`src/rtl/vga_frame_monitor.sv`:
```
// -----------------------------------------------------------------------------
// vga_frame_monitor
//
// Watches the hsync/vsync/RGB stream that drives the VGA connector, measures
// line and frame timing, compares it with the 640x480 timing parameters and
// produces a 16-bit signature of the active pixels of every frame.
//
// Sampling: dclk_en is a one-clk qualifier with no back-pressure. Every clk
// edge with dclk_en=1 is exactly one pixel sample; on all other edges every
// register holds its value (frame_done is the only exception and drops to 0).
//
// Ports:
//   clk        in   system clock
//   clr        in   synchronous reset, active-low
//   dclk_en    in   pixel-sample strobe
//   hsync      in   horizontal sync, active-low
//   vsync      in   vertical sync, active-low
//   red        in   3-bit pixel red
//   green      in   3-bit pixel green
//   blue       in   3-bit pixel blue
//   line_len   out  sample count of the last completed line
//   hs_width   out  last measured hsync low width, in samples
//   frame_len  out  line count of the last completed frame
//   vs_width   out  last measured vsync low width, in lines
//   frame_sum  out  active-pixel signature of the last completed frame
//   frame_done out  one-clk pulse when a frame result is published
//   frame_ok   out  verdict for the last published frame
//   locked     out  stream has matched the parameters for 2+ frames
//   err_cnt    out  bad-frame count, saturating at 255
// -----------------------------------------------------------------------------
module vga_frame_monitor #(
    parameter int H_TOTAL     = 800,
    parameter int H_SYNC      = 96,
    parameter int ACT_H_START = 144,
    parameter int ACT_H_END   = 784,
    parameter int V_TOTAL     = 521,
    parameter int V_SYNC      = 2,
    parameter int ACT_V_START = 31,
    parameter int ACT_V_END   = 511
) (
    input  logic        clk,
    input  logic        clr,
    input  logic        dclk_en,
    input  logic        hsync,
    input  logic        vsync,
    input  logic [2:0]  red,
    input  logic [2:0]  green,
    input  logic [2:0]  blue,
    output logic [11:0] line_len,
    output logic [11:0] hs_width,
    output logic [11:0] frame_len,
    output logic [11:0] vs_width,
    output logic [15:0] frame_sum,
    output logic        frame_done,
    output logic        frame_ok,
    output logic        locked,
    output logic [7:0]  err_cnt
);

    // FSM encoding
    localparam logic [1:0] SEARCH  = 2'd0;
    localparam logic [1:0] ACQUIRE = 2'd1;
    localparam logic [1:0] CHECK   = 2'd2;

    localparam logic [11:0] CNT_MAX     = 12'hFFF;
    localparam logic [11:0] H_TOTAL_C   = 12'(H_TOTAL);
    localparam logic [11:0] H_SYNC_C    = 12'(H_SYNC);
    localparam logic [11:0] H_ACT_LO    = 12'(ACT_H_START);
    localparam logic [11:0] H_ACT_HI    = 12'(ACT_H_END);
    localparam logic [11:0] V_TOTAL_C   = 12'(V_TOTAL);
    localparam logic [11:0] V_SYNC_C    = 12'(V_SYNC);
    localparam logic [11:0] V_ACT_LO    = 12'(ACT_V_START);
    localparam logic [11:0] V_ACT_HI    = 12'(ACT_V_END);
    localparam logic [18:0] PIX_EXPECT  =
        19'((ACT_H_END - ACT_H_START) * (ACT_V_END - ACT_V_START));
    localparam logic [18:0] PIX_MAX     = 19'h7FFFF;

    logic [1:0]  state;
    logic        hs_prev;
    logic        vs_prev;
    logic [11:0] h;
    logic [11:0] v;
    logic [15:0] csum;
    logic [18:0] pix_cnt;
    logic        line_err;
    logic        ok_seen;      // previous published frame was good

    logic        hs_fall;
    logic        hs_rise;
    logic        vs_fall;
    logic        vs_rise;
    logic [11:0] h_inc;
    logic [11:0] v_inc;
    logic [11:0] h_next;
    logic [11:0] v_next;
    logic        active;
    logic        line_chk_err;
    logic        frame_good;
    logic        publish;
    logic [15:0] csum_next;

    assign hs_fall = hs_prev & ~hsync;
    assign hs_rise = ~hs_prev & hsync;
    assign vs_fall = vs_prev & ~vsync;
    assign vs_rise = ~vs_prev & vsync;

    // Saturating increments: a lost sync parks the counter at 4095, so the
    // next measurement reads 4095 and can never match a sane parameter.
    assign h_inc = (h == CNT_MAX) ? CNT_MAX : h + 12'd1;
    assign v_inc = (v == CNT_MAX) ? CNT_MAX : v + 12'd1;

    // Index of the current sample; vsync fall outranks hsync fall for v.
    assign h_next = hs_fall ? 12'd0 : h_inc;
    assign v_next = vs_fall ? 12'd0 : (hs_fall ? v_inc : v);

    assign active = (h_next >= H_ACT_LO) && (h_next < H_ACT_HI) &&
                    (v_next >= V_ACT_LO) && (v_next < V_ACT_HI);

    assign line_chk_err = (state != SEARCH) &&
                          ((hs_fall && (h_inc != H_TOTAL_C)) ||
                           (hs_rise && (h_next != H_SYNC_C)));

    // vs_width still holds the value measured during the frame now ending;
    // line_err is combined with any check made in this same sample.
    assign frame_good = !(line_err || line_chk_err) &&
                        (v_inc == V_TOTAL_C) &&
                        (vs_width == V_SYNC_C) &&
                        (pix_cnt == PIX_EXPECT);

    assign publish   = vs_fall && (state != SEARCH);
    assign csum_next = {csum[14:0], csum[15]} ^ {7'b0, red, green, blue};

    always_ff @(posedge clk) begin
        if (!clr) begin
            state      <= SEARCH;
            hs_prev    <= 1'b1;
            vs_prev    <= 1'b1;
            h          <= 12'd0;
            v          <= 12'd0;
            csum       <= 16'd0;
            pix_cnt    <= 19'd0;
            line_err   <= 1'b0;
            ok_seen    <= 1'b0;
            line_len   <= 12'd0;
            hs_width   <= 12'd0;
            frame_len  <= 12'd0;
            vs_width   <= 12'd0;
            frame_sum  <= 16'd0;
            frame_done <= 1'b0;
            frame_ok   <= 1'b0;
            locked     <= 1'b0;
            err_cnt    <= 8'd0;
        end else begin
            frame_done <= 1'b0;
            if (dclk_en) begin
                hs_prev <= hsync;
                vs_prev <= vsync;
                h       <= h_next;
                v       <= v_next;

                if (hs_fall) line_len <= h_inc;
                if (hs_rise) hs_width <= h_next;
                if (vs_rise) vs_width <= v_next;

                if (vs_fall) begin
                    frame_len <= v_inc;
                    frame_sum <= csum;
                    csum      <= 16'd0;
                    pix_cnt   <= 19'd0;
                    line_err  <= 1'b0;
                end else begin
                    if (active) begin
                        csum <= csum_next;
                        if (pix_cnt != PIX_MAX) pix_cnt <= pix_cnt + 19'd1;
                    end
                    if (line_chk_err) line_err <= 1'b1;
                end

                if (vs_fall) begin
                    state <= (state == SEARCH) ? ACQUIRE : CHECK;
                end

                if (publish) begin
                    frame_done <= 1'b1;
                    frame_ok   <= frame_good;
                    if (frame_good) begin
                        ok_seen <= 1'b1;
                        if (ok_seen) locked <= 1'b1;
                    end else begin
                        ok_seen <= 1'b0;
                        locked  <= 1'b0;
                        if (err_cnt != 8'hFF) err_cnt <= err_cnt + 8'd1;
                    end
                end
            end
        end
    end

endmodule

```
`config.mk`:
```
export PLATFORM = sky130hd
export DESIGN_NAME = vga_frame_monitor
export DESIGN_NICKNAME = d
export VERILOG_FILES = /design/src/rtl/vga_frame_monitor.sv
export SDC_FILE = /design/constraint.sdc
export NUM_CORES = 1
export LEC_CHECK = 0
export CAP_MARGIN = 25
export CORE_AREA = 2 2 142 144
export DETAILED_ROUTE_END_ITERATION = 12
export DIE_AREA = 0 0 144 146
export PLACE_DENSITY_LB_ADDON = 0.2
export RECOVER_POWER = 50
export SLEW_MARGIN = 30
export SYNTH_ARGS = -nofsm -noshare
export SYNTH_HDL_FRONTEND = slang
export SYNTH_SLANG_ARGS = --single-unit
export TNS_END_PERCENT = 5
```
`constraint.sdc`:
```
create_clock -name clk -period 8 [get_ports clk]
set_input_delay 2 -clock clk [delete_from_list [all_inputs] [get_ports clk]]
set_output_delay 2 -clock clk [all_outputs]
set_load 0.05 [all_outputs]
```
==> summary.md <==
| Metric | Value |
|---|---|
| Row count | 51 |
| Largest stage delay, worst path | 2.58 ns |
| Unique cell type count in the Yosys netlist | 76 |
| Cells after synthesis | 829 |
| Multi-input logic area | 0.00386 mm2 |
| Initial DRT Pass Iterations | 5 |
| GPL Wtd Cong | 0.914 |
| Starting DRC count in detailed routing | 409 |
| Worst setup path class | input port to register |
| Vias per cell | 5.34 |
| Clock Latency Late Sink | 0.42 ns |
| Syn avg cell area | 8.35 um2 |
| Worst path slowest cell | clkbuf_1 |
| Synth warnings | 0 |
| Proportion of layout cells with a drive suffix above 1 | 6.82% |
| Area Growth Syn to Fin | 23.0% |
| Sequential fraction of the synthesis area | 40.2% |
| Io pins | 89 |
| Final slew viol count | 95 |
| Final #Nets | 902 |
| Synth area leader | dfxtp_1 |
| Post-CTS setup buffers | 0 |
| Total number of vias | 6,190 |
| H-tree levels | 4 |
| Worst hold path class | register to register |
| Vert. Die Dim | 146 um |
| TritonCTS sink count | 139 |
| EDFF count, synth | 0 |
| Die footprint | 0.0210 mm2 |
| Critical Path Sink Type | register |
| Relative slew slack | -139% |
| TritonCTS Buffers | 17 |
| Final Routed Wirelength | 18.6 mm |
| Clock power frac | 49.2% |
| Die width | 144 um |
| CTS tree | built |
| Post-Route Setup TNS | 0 ns |
| Mapped cell area | 0.00692 mm2 |
| HPWL after detailed placement | 12.7 mm |
| FFs w/ async S/R, synth | 0% |
| Residual DRC | 0 |
| Crit-path cells | clkbuf_1 -> clkbuf_1 -> nor2b_1 -> o21ai_0 -> o21ai_0 |
| Syn nets | 848 |
| Antenna violations before repair | 0 |
| Filler Cells Inserted | 1,943 |
| IO buf count | 88 |
| # Max-Cap Violations | 1 |
| P_int | 1250 uW |
| Clock Root Buffer | clkbuf_16 |
| Core area | 0.0193 mm2 |
| Worst path bufs/invs | 2 |
| Final hold slack | 0.461 ns |
| Clock transition at path regs | 0.06 ns |
| Flop pwr share | 43.2% |
| Sequential cell area | 0.00278 mm2 |
| Overall Global Routing Usage | 17.9% |
| Post-route setup slack | 2.13 ns |
| Post-route ant nets | 0 |
| Pin count of the biggest net entering global routing | 95 |
| Post-Route Utilization | 44.0% |
| Ys flop type | dfxtp_1 |
| Net Sw Frac | 24.1% |
| Final antenna diode count | 0 |
| Starting Density | 35.8% |
| Overflow left after global routing | 0 |
| Net Switching | 396 uW |
| Max Freq | 0.170 GHz |
| Final setup vio count | 0 |
| Failing checks | capacitance limit, slew limit |
| Routed wire per std cell | 16.0 um |
| Period utilization | 73.4% |
| Share of the synthesized area in the top cell type | 40.2% |
| Final hold violations | 0 |
| Worst-path maximum fanout | 94 |
| Slew of the pin with the lowest slew margin | 3.58 ns |
| Hold_buf cts | 0 |
| #FFs+latches synth | 139 |
| Worst path arrival time | 6.20 ns |
| Crit path max-delay family | buffers and inverters |
| Largest reg by FF count | pix_cnt |
| Max rail drop VDD | 0.000149 V |
| Leakage | 0.00337 uW |
| Synth area leaders | dfxtp_1 40%, nand2_1 6.7%, o21ai_0 3.3% |
| Outcome | finished, violations left |
| Logic pwr share | 7.6% |
| PwrDens | 193 mW/mm2 |
| Global-route wire length before repair | 30.3 mm |
| WP data required | 8.33 ns |
| Fin crit period | 5.87 ns |
| Startpoint Class | input port |
| Unrepaired setup endpoints after global routing | false |
| Number of flip-flops in the largest register | 19 |
| Placement Setup Slack | 2.87 ns |
| Number of gates resized after CTS | 0 |
| Worst Skew | 0.00937 ns |
| Maximum buffer depth of the clock tree | 2 |
| Largest regs | pix_cnt (19), csum (16), frame_sum (16) |
| Vias in the first global route | 5,621 |
worst reg2reg max path, stage by stage, from the launching register on:
cell	delay [ns]
dfxtp_1	0.44
ha_1	0.30
nand4_1	0.35
nor4_4	0.84
nor2_1	0.33
nor4b_2	0.27
o221ai_2	0.35
nand3b_1	0.19
or3_1	0.36
a21boi_1	0.14
per-stage QoR:
step,instance area (um2),cells,total power [uW]
2_1_floorplan,6920,829,810
3_3_place_gp,7920,1129,853
3_5_place_dp,7930,1129,853
4_1_cts,8530,1160,1660
5_1_grt,8510,1160,1710
6_report,8510,1160,1640
Yosys cell counts, types with 3 or more instances:
| cell | instances |
|---|---|
| dfxtp_1 | 139 |
| nand2_1 | 123 |
| nor2_1 | 52 |
| o21ai_0 | 45 |
| clkbuf_1 | 38 |
| a21oi_1 | 37 |
| nand3_1 | 33 |
| a21boi_0 | 28 |
| nor2b_1 | 26 |
| and2_1 | 20 |
| nor3_1 | 20 |
| o211a_1 | 20 |
| nand4_1 | 19 |
| a22o_1 | 16 |
| a31oi_1 | 15 |
| xor2_1 | 15 |
| buf_2 | 14 |
| and3_1 | 10 |
| mux2i_1 | 9 |
| nor4_1 | 9 |
| xnor2_1 | 9 |
| o31ai_1 | 8 |
| inv_1 | 7 |
| and4_1 | 6 |
| buf_4 | 6 |
| nand2b_1 | 6 |
| or3_1 | 6 |
| a211oi_1 | 5 |
| a41oi_1 | 5 |
| ha_1 | 5 |
| o22ai_1 | 5 |
| a21o_1 | 4 |
| o2111ai_1 | 4 |
| o211ai_1 | 4 |
| nand3_2 | 3 |
| nor3_2 | 3 |
| o21ai_1 | 3 |
power by group through the flow:
stage / sequential [uW] / combinational, uW / clock (uW)
2_1_floorplan: 751 / 59.8 / 0
3_3_place_gp: 727 / 126 / 0
3_5_place_dp: 727 / 126 / 0
4_1_cts: 711 / 127 / 824
5_1_grt: 712 / 135 / 858
6_report: 711 / 124 / 809
cell usage in the layout, fill, tap and decap left out, types with 3 or more instances in the layout:
cell,count
and3_1,10
xor2_1,15
clkinvlp_4,3
nor2b_1,26
a21o_1,4
nand2b_1,6
inv_1,7
a31oi_1,15
buf_4,4
dlygate4sd3_1,74
clkbuf_1,6
o21ai_0,45
a21oi_1,37
o211a_1,20
clkdlybuf4s50_1,13
o21ai_1,3
and4_1,6
a21boi_0,28
o211ai_1,4
nor2_1,50
a22o_1,16
nor4_1,9
clkbuf_16,17
o22ai_1,5
nor3_1,20
nand2_1,123
mux2i_1,9
o31ai_1,8
nand4_1,19
dfxtp_1,139
ha_1,5
and2_1,18
nand3_2,3
or3_1,6
a211oi_1,5
xnor2_1,9
nand3_1,33
a41oi_1,5
o2111ai_1,4
bufinv_16,3
cells by family (layout without fill, tap and decap cells):
| logic type | Yosys count | count (layout) | synth area share (%) |
|---|---|---|---|
| XOR/XNOR | 24 | 24 | 3.04 |
| buffers and inverters | 67 | 133 | 4.21 |
| adder cells (fa/ha/maj) | 5 | 5 | 0.904 |
| multiplexers | 11 | 11 | 1.66 |
| flip-flops | 139 | 139 | 40.2 |
| AND/OR/NAND/NOR | 363 | 363 | 27.8 |
| AO/OA/AOI/OAI | 220 | 220 | 22.2 |
path summary, 6_finish.rpt:
check	from	end	slack (ns)	cells after the start
max	clr	pix_cnt[14]	2.13	5
min	locked	locked	0.46	2
max reg2reg	h[0]	err_cnt[5]	4.36	9
min reg2reg	locked	locked	0.46	2
final cells by class:
cell class	count	area share (%)
clock buffers	21	5.41
inverters	7	0.309
well taps	265	3.89
flip-flops and latches	139	32.7
clock inverters	10	1.65
multi-input cells	623	45.3
repair buffers	95	10.8
routing by layer:
metal | vias to the layer above | GRT usage [%] | routed length (um)
li1 | 3110 | - | -
met1 | 2902 | 26.6 | 9310
met2 | 160 | 26.1 | 8190
met3 | 18 | 3.49 | 843
met4 | 0 | 5.15 | 210
met5 | - | 0 | 0
No activity file was read; power rests on OpenSTA's default activity.
